==> src/rtl/dmem_dma_if.sv <==
// Data-memory port between the block-transfer engine (master) and the 256 x 8 memory (slave).
// Data_out is the memory's combinational read data at Address.
interface dmem_dma_if;
    logic       MW;
    logic [7:0] Address;
    logic [7:0] Data_in;
    logic [7:0] Data_out;

    modport master (
        output MW,
        output Address,
        output Data_in,
        input  Data_out
    );

    modport slave (
        input  MW,
        input  Address,
        input  Data_in,
        output Data_out
    );
endinterface

==> src/rtl/dmem_dma.sv <==
// Byte-wide block-transfer engine: ascending memory-to-memory copy or constant fill.
// All outputs are registered and updated together with the state they belong to.
module dmem_dma (
    input  logic       clk,
    input  logic       rst,
    input  logic       Start,
    input  logic       Mode,
    input  logic [7:0] Src,
    input  logic [7:0] Dst,
    input  logic [7:0] Len,
    input  logic [7:0] Fill,
    output logic       Busy,
    output logic       Done,
    output logic [7:0] Count,
    dmem_dma_if.master mem
);

    typedef enum logic [1:0] {StIdle, StRd, StWr, StDone} state_t;

    state_t     state_q;
    logic       mode_q;
    logic [7:0] sptr_q;
    logic [7:0] dptr_q;
    logic [7:0] rem_q;
    logic [7:0] data_buf_q;
    logic [7:0] count_q;
    logic       busy_q;
    logic       done_q;
    logic       mw_q;
    logic [7:0] addr_q;
    logic [7:0] wdata_q;

    assign Busy        = busy_q;
    assign Done        = done_q;
    assign Count       = count_q;
    assign mem.MW      = mw_q;
    assign mem.Address = addr_q;
    assign mem.Data_in = wdata_q;

    // Output registers are loaded with the values of the state being entered, so they
    // always read as a Moore decode of the current state.
    always_ff @(posedge clk) begin
        if (rst) begin
            state_q    <= StIdle;
            mode_q     <= 1'b0;
            sptr_q     <= 8'h00;
            dptr_q     <= 8'h00;
            rem_q      <= 8'h00;
            data_buf_q <= 8'h00;
            count_q    <= 8'h00;
            busy_q     <= 1'b0;
            done_q     <= 1'b0;
            mw_q       <= 1'b0;
            addr_q     <= 8'h00;
            wdata_q    <= 8'h00;
        end else begin
            unique case (state_q)
                StIdle: begin
                    if (Start) begin
                        mode_q     <= Mode;
                        sptr_q     <= Src;
                        dptr_q     <= Dst;
                        rem_q      <= Len;
                        data_buf_q <= Mode ? Fill : 8'h00;
                        count_q    <= 8'h00;
                        if (Len == 8'h00) begin
                            state_q <= StDone;
                            done_q  <= 1'b1;
                        end else if (!Mode) begin
                            state_q <= StRd;
                            busy_q  <= 1'b1;
                            addr_q  <= Src;
                        end else begin
                            state_q <= StWr;
                            busy_q  <= 1'b1;
                            mw_q    <= 1'b1;
                            addr_q  <= Dst;
                            wdata_q <= Fill;
                        end
                    end
                end
                StRd: begin
                    data_buf_q <= mem.Data_out;
                    sptr_q     <= sptr_q + 8'd1;
                    state_q    <= StWr;
                    mw_q       <= 1'b1;
                    addr_q     <= dptr_q;
                    wdata_q    <= mem.Data_out;
                end
                StWr: begin
                    dptr_q  <= dptr_q + 8'd1;
                    rem_q   <= rem_q - 8'd1;
                    count_q <= count_q + 8'd1;
                    if (rem_q == 8'd1) begin
                        state_q <= StDone;
                        busy_q  <= 1'b0;
                        mw_q    <= 1'b0;
                        addr_q  <= 8'h00;
                        wdata_q <= 8'h00;
                        done_q  <= 1'b1;
                    end else if (!mode_q) begin
                        state_q <= StRd;
                        mw_q    <= 1'b0;
                        addr_q  <= sptr_q;
                        wdata_q <= 8'h00;
                    end else begin
                        // Fill stays in WR; the write data register already holds the fill byte.
                        addr_q <= dptr_q + 8'd1;
                    end
                end
                StDone: begin
                    state_q <= StIdle;
                    done_q  <= 1'b0;
                end
                default: begin
                    state_q <= StIdle;
                end
            endcase
        end
    end

endmodule

==> src/flat_wrapper.sv <==
// flat-port wrapper written by rule: the top's interface ports become plain ports
module dmem_dma_flat 
  (clk, rst, Start, Mode, Src, Dst, Len, Fill, Busy, Done, Count, mem_MW, mem_Address, mem_Data_in, mem_Data_out);
  dmem_dma_if mem_i ();
  input  logic clk;
  input  logic rst;
  input  logic Start;
  input  logic Mode;
  input  logic [7:0] Src;
  input  logic [7:0] Dst;
  input  logic [7:0] Len;
  input  logic [7:0] Fill;
  output logic Busy;
  output logic Done;
  output logic [7:0] Count;
  output wire logic [$bits(mem_i.MW)-1:0] mem_MW;
  output wire logic [$bits(mem_i.Address)-1:0] mem_Address;
  output wire logic [$bits(mem_i.Data_in)-1:0] mem_Data_in;
  input wire logic [$bits(mem_i.Data_out)-1:0] mem_Data_out;
  assign mem_MW = mem_i.MW;
  assign mem_Address = mem_i.Address;
  assign mem_Data_in = mem_i.Data_in;
  assign mem_i.Data_out = mem_Data_out;
  dmem_dma u_core (.clk(clk), .rst(rst), .Start(Start), .Mode(Mode), .Src(Src), .Dst(Dst), .Len(Len), .Fill(Fill), .Busy(Busy), .Done(Done), .Count(Count), .mem(mem_i));
endmodule
==> config.mk <==
export PLATFORM = sky130hd
export DESIGN_NAME = dmem_dma_flat
export DESIGN_NICKNAME = d
export VERILOG_FILES = /design/src/rtl/dmem_dma_if.sv /design/src/rtl/dmem_dma.sv /design/src/flat_wrapper.sv
export SDC_FILE = /design/constraint.sdc
export NUM_CORES = 1
export LEC_CHECK = 0
export CORE_MARGIN = 5
export CORE_UTILIZATION = 52
export CTS_CLUSTER_DIAMETER = 50
export DETAILED_ROUTE_END_ITERATION = 7
export PLACE_DENSITY = 0.85
export SLEW_MARGIN = 10
export SYNTH_ARGS = -nofsm -noshare
export SYNTH_HDL_FRONTEND = slang
export SYNTH_SLANG_ARGS = --single-unit
==> constraint.sdc <==
create_clock -name clk -period 2.6 [get_ports clk]
set_clock_uncertainty 0.15 [all_clocks]
set_input_delay 0.26 -clock clk [delete_from_list [all_inputs] [get_ports clk]]
set_output_delay 0.26 -clock clk [all_outputs]
set_load 0.005 [all_outputs]
==> impl_metrics.json, run 1 <==
{
  "place_congestion": 0.877,
  "num_rows": 29,
  "cp_max_fo": 13,
  "maxCapViolations": 0,
  "p_leak_uw": 0.00152,
  "drt_drc_violations_left": 0,
  "ant_nets": 0,
  "root_buffer": "clkbuf_8",
  "chipWidth_um": 90.5,
  "grt_pass1_vias": 3362,
  "layout.nets": 538,
  "ctsHoldBuffers": 0,
  "cts_sinks": 54,
  "path_class": "reg -> reg",
  "drive_gt1_share_pct": 6.82,
  "netlist_area_um2": 3370,
  "cp.arrival_ps": 2420,
  "wirelength_um": 9630,
  "synthArstFlopShare_pct": 0,
  "power_density_nw_per_um2": 993,
  "core_area_um2": 6310,
  "die_area_um2": 8180,
  "ys_types": 56,
  "total_power_uw": 4210,
  "maxSlewViolCount": 0,
  "crit_path_start_kind": "register",
  "end_kind": "register",
  "cts_buffers": 5,
  "yosys_warnings": 0,
  "holdCritStartpoint": "u_core.mem.Data_in[7]$_SDFFE_PP0P_",
  "fill_cells": 541,
  "status": "complete, no violations",
  "fin_crit_sh_pct": 90.8,
  "ctsResizeCount": 0,
  "synth_fp_nets": 476,
  "syn_avg_cell_area_um2": 7.99,
  "clk_pin_slew_ps": 90,
  "via_per_inst": 6.23,
  "drtPass1Iterations": 6,
  "tns_ps": 0,
  "cts_tree": "built",
  "tightest_slew_ps": 723,
  "relSlewSlack_pct": 51.7,
  "drt_iter0_markers": 293,
  "wl_per_cell_um": 17.2,
  "dp_hpwl_um": 7080,
  "setup_viol": 0,
  "period_minus_slack_ps": 2360,
  "hold_viol": 0,
  "grt_usage_pct": 22.9,
  "cts-htree-levels": 2,
  "yosysSeqAreaShare_pct": 32.1,
  "num_vias": 3495,
  "diodes": 0,
  "grt_first_pass_wirelength_um": 15900,
  "rrSetupSlack_ps": 240,
  "clock.fmax_mhz": 423,
  "ys_seq_elements": 54,
  "clock_latency_ps": 310,
  "ir_drop_mv": 0.450,
  "antenna_found_initial": 0,
  "synthFlopType": "dfxtp_1",
  "holdPathStages": 2,
  "cts_buffer_depth": 2,
  "reg2reg_from": "u_core.rem_q[1]$_SDFFE_PP0P_",
  "synth-edff-count": 0,
  "min_to": "u_core.mem.Data_in[7]$_SDFFE_PP0P_",
  "overflow": 0,
  "reg2regPathDepth": 7,
  "crit_required_ps": 2660,
  "multi_input_area_um2": 2090,
  "synthCells": 421,
  "area_growth_pct": 25.8,
  "seqCellArea_um2": 1080,
  "rsz0062_at_grt": "no",
  "die_h_um": 90.5,
  "r2r-end": "u_core.mem.Data_in[5]$_SDFFE_PP0P_",
  "initial_core_util_pct": 53.3,
  "grt_max_degree": 31,
  "ios": 71,
  "port_buffers": 70,
  "worstHoldPathType": "reg -> reg",
  "postCtsSetupRepairBufs": 0
}
## per-layer routing
| metal | track usage [%] | routed length (um) |
|---|---|---|
| met1 | 30.3 | 4300 |
| met2 | 37.1 | 4600 |
| met3 | 4.50 | 569 |
| met4 | 8.19 | 160 |
| met5 | 0 | 0 |
## Yosys cell counts, types with 2 or more instances
master / instances / area, um^2
nor4_1: 8 / 50.1
nor3_1: 13 / 65.1
a221oi_1: 10 / 87.6
a22oi_1: 4 / 30.0
a211o_1: 4 / 35.0
nand4_1: 5 / 31.3
mux2_2: 2 / 22.5
a31oi_1: 6 / 37.5
dfxtp_1: 54 / 1080
o21ai_0: 31 / 155
o31ai_1: 4 / 30.0
a2111oi_0: 8 / 70.1
or3_1: 4 / 25.0
xnor2_1: 3 / 26.3
o22ai_1: 2 / 12.5
o221a_2: 3 / 33.8
inv_1: 16 / 60.1
o21ai_1: 3 / 15.0
ha_1: 11 / 138
nor2b_1: 21 / 131
o2bb2ai_1: 4 / 35.0
clkbuf_1: 17 / 63.8
mux2i_1: 13 / 130
o21a_1: 6 / 45.0
xor2_1: 5 / 43.8
nand2_1: 24 / 90.1
buf_1: 3 / 11.3
nand2b_1: 3 / 18.8
a21o_1: 7 / 52.6
a21oi_1: 35 / 175
nand3_1: 10 / 50.1
clkinv_1: 2 / 7.51
or4_1: 3 / 22.5
buf_2: 7 / 35.0
a311oi_1: 6 / 52.6
nor2_1: 36 / 135
clkbuf_2: 2 / 10.0
o211ai_1: 3 / 22.5
a211oi_1: 6 / 45.0
## kinds of logic after synthesis
logic type	count (synthesis)	synth area share (%)
adders and majority gates	11	4.09
xor gates and xnor gates	8	2.08
muxes	16	4.98
and+or+nand+nor	136	21.3
buffers and inverters	48	5.91
AOI/OAI and AO/OA	148	29.5
DFF	54	32.1
## critical path: stages, from the launching register on
cell and delay (ps):
dfxtp_1 350, inv_1 80, ha_1 150, nor4b_4 410
a211oi_2 280, a211o_1 360, buf_4 180, a221oi_1 300
## final cells by class
cell class | count | share of cell area [%]
Sequential cell | 54 | 25.5
Clock buffer | 7 | 2.04
Clock inverter | 1 | 0.118
Inverter | 18 | 1.60
Tap cell | 77 | 2.27
Multi-Input combinational cell | 319 | 49.2
Timing Repair Buffer | 85 | 19.2
## registers in the layout, summed over array words and instances, names as in the netlist
name,count
u_core.state_q,2
u_core.mem.Data_in,8
u_core.dptr_q,8
u_core.Done,1
u_core.sptr_q,8
u_core.Busy,1
u_core.mem.MW,1
u_core.Count,8
u_core.mem.Address,8
u_core.mode_q,1
u_core.rem_q,8
## stage by stage
| step | instance area (um^2) | hold WS (ps) | utilization (%) | instances | setup WS [ps] |
|---|---|---|---|---|---|
| 4_1_cts | 4240 | 321 | 67.1 | 561 | 259 |
| 5_1_grt | 4240 | 352 | 67.1 | 561 | 81.0 |
| 3_3_place_gp | 4140 | 306 | 65.6 | 553 | 269 |
| 3_5_place_dp | 4140 | 308 | 65.6 | 553 | 160 |
| 6_report | 4240 | 322 | 67.1 | 561 | 239 |
| 2_1_floorplan | 3370 | 281 | - | 421 | 584 |
## layout by cell type, fill, tap and decap left out, types with 4 or more instances in the layout
cell              n
inv_1            16
dfxtp_1          54
a211oi_1          6
a21oi_1          35
o21ai_0          31
xor2_1            5
a211o_1           4
a2111oi_0         8
nor2b_1          21
o31ai_1           4
nor2_1           36
nand3_1          10
or3_1             4
a311oi_1          6
buf_4            15
a22oi_1           4
nor4_1            8
a221oi_1         10
o21a_1            6
nor3_1           13
a31oi_1           6
a21o_1            7
clkdlybuf4s50_1  70
nand4_1           5
mux2i_1          13
ha_1             11
o2bb2ai_1         4
nand2_1          24
clkbuf_8          6
## worst max-delay path by stage
stage / cells after the start / from / endpoint / slack (ps)
final: 7 / u_core.rem_q[1]$_SDFFE_PP0P_ / u_core.mem.Data_in[5]$_SDFFE_PP0P_ / 240
after floorplan: 6 / u_core.state_q[0]$_SDFFE_PP0P_ / u_core.mem.Address[1]$_SDFFE_PP0P_ / 580
after CTS: 7 / u_core.rem_q[1]$_SDFFE_PP0P_ / u_core.mem.Data_in[5]$_SDFFE_PP0P_ / 260
after global placement: 5 / Len[0] / u_core.mem.Data_in[5]$_SDFFE_PP0P_ / 270
after detailed placement: 6 / Len[1] / u_core.Done$_SDFFE_PP0P_ / 160
after global routing: 7 / u_core.rem_q[1]$_SDFFE_PP0P_ / u_core.mem.Data_in[0]$_SDFFE_PP0P_ / 80
## report_power, final
group	internal [uW]	switching, uW	total, uW
sequential	1130	316	1440
clock	216	274	490
combinational	1050	1220	2270
total	2390	1810	4210
No activity file was read; power rests on OpenSTA's default activity.
==> inputs of run 2 (changes only) <==
--- a/config.mk
+++ b/config.mk
@@ -6,10 +6,11 @@
 export NUM_CORES = 1
 export LEC_CHECK = 0
 export CORE_MARGIN = 5
-export CORE_UTILIZATION = 52
+export CORE_UTILIZATION = 69
 export CTS_CLUSTER_DIAMETER = 50
 export DETAILED_ROUTE_END_ITERATION = 7
-export PLACE_DENSITY = 0.85
+export DONT_BUFFER_PORTS = 1
+export PLACE_DENSITY = 0.89
 export SLEW_MARGIN = 10
 export SYNTH_ARGS = -nofsm -noshare
 export SYNTH_HDL_FRONTEND = slang
==> constraint.sdc (replaced) <==
create_clock -name clk -period 2.73 [get_ports clk]
set_clock_uncertainty 0.15 [all_clocks]
set_input_delay 0.273 -clock clk [delete_from_list [all_inputs] [get_ports clk]]
set_output_delay 0.273 -clock clk [all_outputs]
set_load 0.005 [all_outputs]
==> impl_metrics.json, run 2 (synthesized netlist as in run 1, its figures left out) <==
{
  "status": "complete, no violations",
  "cp.arrival_ps": 2520,
  "worstHoldPathType": "in -> reg",
  "clk_pin_slew_ps": 100,
  "crit_path_start_kind": "register",
  "cts_buffer_depth": 2,
  "clock.fmax_mhz": 408,
  "power_density_nw_per_um2": 1050,
  "setup_viol": 0,
  "die_area_um2": 6370,
  "p_int_uw": 2040,
  "drt_iter0_markers": 340,
  "area_growth_pct": 5.32,
  "cp_max_fo": 13,
  "cts_tree": "built",
  "chipWidth_um": 79.8,
  "core_area_um2": 4720,
  "maxSlewViolCount": 0,
  "postPlaceCellArea_um2": 3390,
  "via_per_inst": 6.67,
  "num_vias": 3195,
  "grt_pass1_vias": 2972,
  "crit_required_ps": 2800,
  "path_class": "reg -> reg",
  "ios": 71,
  "antenna_found_initial": 0,
  "overflow": 0,
  "clock_latency_ps": 320,
  "mostFrequentLayoutCells": "dfxtp_1, nor2_1, a21oi_1",
  "initial_core_util_pct": 71.3,
  "ant_nets": 0,
  "period_minus_slack_ps": 2450,
  "hold_viol": 0,
  "fin_crit_sh_pct": 89.8,
  "ctsResizeCount": 0,
  "end_kind": "register",
  "relSlewSlack_pct": 50.3,
  "wl_per_cell_um": 18.6,
  "p_sw_uw": 1670,
  "instances_no_fill": 479,
  "dpl.cell_count": 467,
  "multi_input_area_um2": 2090,
  "cts-htree-levels": 2,
  "critical_path.slowest_cell": "a211oi_2",
  "seqCellArea_um2": 1080,
  "tns_ps": 0,
  "combPwrFrac_pct": 47.2,
  "port_buffers": 0,
  "slowest_delay_ps": 670,
  "dp_hpwl_um": 6180,
  "wirelength_um": 8910,
  "die_h_um": 79.8,
  "ir_drop_mv": 0.708,
  "grt_max_degree": 40,
  "cts_buffers": 5,
  "grt_usage_pct": 27.8,
  "seq_power_share_pct": 37.7,
  "fill_cells": 370,
  "diodes": 0,
  "layout.nets": 466,
  "place_congestion": 0.913,
  "drt_drc_violations_left": 0,
  "root_buffer": "clkbuf_8",
  "drive_gt1_share_pct": 7.04,
  "final_common_cell": "dfxtp_1",
  "cts_sinks": 54,
  "p_leak_uw": 0.00125,
  "pre_cts_slack_ps": 293,
  "finalWorstSetupSlack_ps": 280,
  "drtPass1Iterations": 5,
  "grt_first_pass_wirelength_um": 14200,
  "clkPwrFrac_pct": 15.1,
  "maxCapViolations": 0,
  "swShare_pct": 45.1,
  "num_rows": 25,
  "tightest_slew_ps": 744,
  "total_power_uw": 3710,
  "fin_area_um2": 3540,
  "rsz0062_at_grt": "no",
  "crit_chain": "inv_1 -> ha_1 -> nor4b_4 -> a211oi_2 -> a211o_1 -> mux2_4"
}
[run 2: cell types whose count changed in the layout (fill, tap and decap cells not counted)]
cell             change
clkbuf_8             -1
bufinv_16            +1
buf_4                -6
dlygate4sd3_1        +3
buf_12               +1
clkdlybuf4s50_1     -70
clkinv_2             +1
clkbuf_1             -1
[run 2: path summary, 6_finish.rpt]
path | start | endpoint | slack [ps] | cells past startpoint
setup / recovery | u_core.rem_q[1]$_SDFFE_PP0P_ | u_core.mem.MW$_SDFFE_PP0P_ | 280 | 6
hold / removal | Len[3] | u_core.rem_q[3]$_SDFFE_PP0P_ | 10 | 2
setup reg to reg | u_core.rem_q[1]$_SDFFE_PP0P_ | u_core.mem.MW$_SDFFE_PP0P_ | 280 | 6
hold reg to reg | u_core.mem.Data_in[7]$_SDFFE_PP0P_ | u_core.mem.Data_in[7]$_SDFFE_PP0P_ | 350 | 2
[run 2: worst max-delay path, delay by kind of cell, from the launching register on]
| kind | cells | cell delay (ps) |
|---|---|---|
| buffers and inverters | 1 | 90 |
| adder cells (fa/ha/maj) | 1 | 180 |
| multiplexers | 1 | 340 |
| flip-flops | 1 | 380 |
| AO/OA/AOI/OAI | 2 | 1060 |
| AND/OR/NAND/NOR | 1 | 150 |
[run 2: layout make-up]
class / instances / area share (%)
timing repair buffer: 13 / 3.32
tap: 67 / 2.36
clock buffer: 5 / 1.94
sequential: 54 / 30.5
inverter: 18 / 1.91
multi-input combinational: 319 / 58.8
clock inverter: 3 / 1.13
[run 2: metrics by stage]
| step | hold slack (ps) | utilization [%] |
|---|---|---|
| after global routing | 43.2 | 75.0 |
| after floorplan | 294 | - |
| after CTS | 20.3 | 75.0 |
| after detailed placement | 200 | 71.7 |
| after global placement | 197 | 71.7 |
| final | 13.0 | 75.0 |
[run 2: timing repair]
| action | in CTS | in global routing |
|---|---|---|
| hold buffers | 4 | 0 |
| buffers inserted | 0 | 0 |
| hold endpoints to repair | 39 | 0 |
[run 2: power by group through the flow]
stage          clock network [uW]  logic (uW)  registers, uW
2_1_floorplan                   0        1420           1300
3_3_place_gp                    0        1630           1390
3_5_place_dp                    0        1690           1410
4_1_cts                       548        1710           1390
5_1_grt                       582        1930           1440
6_report                      560        1750           1400
[run 2: per-layer routing]
| layer | wire length [um] | GRT usage [%] | vias to the layer above |
|---|---|---|---|
| li1 | - | - | 1547 |
| met1 | 3770 | 36.4 | 1463 |
| met2 | 4030 | 44.3 | 169 |
| met3 | 936 | 6.66 | 16 |
| met4 | 168 | 9.97 | 0 |
| met5 | 0 | 0 | - |
==> inputs of run 3 (changes only) <==
--- a/config.mk
+++ b/config.mk
@@ -5,6 +5,7 @@
 export SDC_FILE = /design/constraint.sdc
 export NUM_CORES = 1
 export LEC_CHECK = 0
+export CORE_ASPECT_RATIO = 0.5
 export CORE_MARGIN = 5
 export CORE_UTILIZATION = 69
 export CTS_CLUSTER_DIAMETER = 50
==> impl_metrics.json, run 3 (synthesized netlist as in run 1, its figures left out) <==
{
  "status": "complete, but fails checks",
  "violations": "design-rule violations",
  "drive_gt1_share_pct": 7.04,
  "crit_chain": "inv_1 -> ha_1 -> nor4b_4 -> a211oi_2 -> a211o_1 -> mux2_4",
  "grt_first_pass_wirelength_um": 15000,
  "tns_ps": 0,
  "cp.arrival_ps": 2520,
  "clock_latency_ps": 310,
  "clock.fmax_mhz": 406,
  "worstHoldPathType": "in -> reg",
  "period_minus_slack_ps": 2460,
  "hold_viol": 0,
  "ir_drop_mv": 0.461,
  "relSlewSlack_pct": 48.4,
  "drtPass1Iterations": 8,
  "cts_buffer_depth": 2,
  "maxSlewViolCount": 0,
  "grt_max_degree": 40,
  "postCtsSetupRepairBufs": 0,
  "crit_path_start_kind": "register",
  "initial_core_util_pct": 73.9,
  "tightest_slew_ps": 772,
  "setup_viol": 0,
  "dp_hpwl_um": 6560,
  "num_vias": 3370,
  "fin_crit_sh_pct": 90.3,
  "num_rows": 17,
  "power_density_nw_per_um2": 1040,
  "die_h_um": 59.4,
  "p_leak_uw": 0.00124,
  "cts_sinks": 54,
  "maxCapViolations": 0,
  "layout.nets": 466,
  "clk_pin_slew_ps": 100,
  "fill_cells": 345,
  "core_area_um2": 4550,
  "wl_per_cell_um": 19.3,
  "overflow": 0,
  "wirelength_um": 9220,
  "cp_max_fo": 13,
  "via_per_inst": 7.05,
  "slowest_delay_ps": 690,
  "drt_iter0_markers": 453,
  "cts_tree": "built",
  "area_growth_pct": 4.98,
  "die_area_um2": 6460,
  "port_buffers": 0,
  "grt_pass1_vias": 3008,
  "ios": 71,
  "place_congestion": 0.965,
  "root_buffer": "clkbuf_8",
  "path_class": "reg -> reg",
  "rsz0062_at_grt": "no",
  "instances_no_fill": 478,
  "antenna_found_initial": 0,
  "dpl.cell_count": 466,
  "grt_usage_pct": 29.1,
  "cts-htree-levels": 2,
  "mostFrequentLayoutCells": "dfxtp_1, nor2_1, a21oi_1",
  "diodes": 0,
  "drt_drc_violations_left": 14,
  "ant_nets": 0,
  "end_kind": "register",
  "cts_buffers": 5,
  "crit_required_ps": 2790,
  "critical_path.slowest_cell": "a211oi_2",
  "chipWidth_um": 109,
  "final_common_cell": "dfxtp_1"
}
[run 3: routing by layer]
layer / GRT usage (%) / vias to the layer above / share of wire, % / wire, um
met4: 5.58 / 0 / 1.2 / 109
li1: - / 1554 / - / -
met5: 0 / - / 0 / 0
met2: 45.3 / 242 / 44 / 4020
met3: 9.90 / 24 / 14 / 1330
met1: 39.6 / 1550 / 41 / 3760
[run 3: final timing paths]
| path | startpoint | end | slack, ps | cells after the start |
|---|---|---|---|---|
| max | u_core.rem_q[1]$_SDFFE_PP0P_ | u_core.mem.MW$_SDFFE_PP0P_ | 270 | 6 |
| min | rst | u_core.Done$_SDFFE_PP0P_ | 40 | 2 |
| max reg2reg | u_core.rem_q[1]$_SDFFE_PP0P_ | u_core.mem.MW$_SDFFE_PP0P_ | 270 | 6 |
| min reg2reg | u_core.rem_q[1]$_SDFFE_PP0P_ | u_core.rem_q[1]$_SDFFE_PP0P_ | 350 | 2 |
[run 3: what timing repair did]
action,CTS,global route
hold endpoints to repair,39,0
hold buffers,4,0
resized for setup,0,0
[run 3: area by class of cell]
| class | count | area, um^2 | share of cell area (%) |
|---|---|---|---|
| repair buffers | 13 | 118 | 3.33 |
| clock buffers | 6 | 82.6 | 2.34 |
| inverters | 18 | 67.6 | 1.91 |
| well taps | 66 | 82.6 | 2.34 |
| flip-flops and latches | 54 | 1080 | 30.6 |
| clock inverters | 2 | 16.3 | 0.460 |
| multi-input cells | 319 | 2090 | 59.0 |
[run 3: worst max-delay path: cells and delay by family, from the launching register on]
kind	cells	cell delay, ps
flip-flops	1	390
AO/OA/AOI/OAI	2	1060
buffers and inverters	1	80
multiplexers	1	330
AND/OR/NAND/NOR	1	160
adder cells (fa/ha/maj)	1	190
[run 3: report_power, final]
part | switching [uW] | internal [uW]
Sequential | 339 | 1070
Combinational | 1070 | 694
Clock | 282 | 210
[run 3: stage by stage]
stage               utilization, %  cell area [um^2]  worst slack, ps  hold slack, ps  total power (uW)
global placement              74.4              3380              440             196              3010
CTS                           77.6              3530              351            33.8              3620
finish                        77.6              3530              265            37.9              3670
floorplan                        -              3370              714             294              2720
detailed placement            74.4              3380              387             198              3110
global route                  77.6              3530              160            39.1              3940
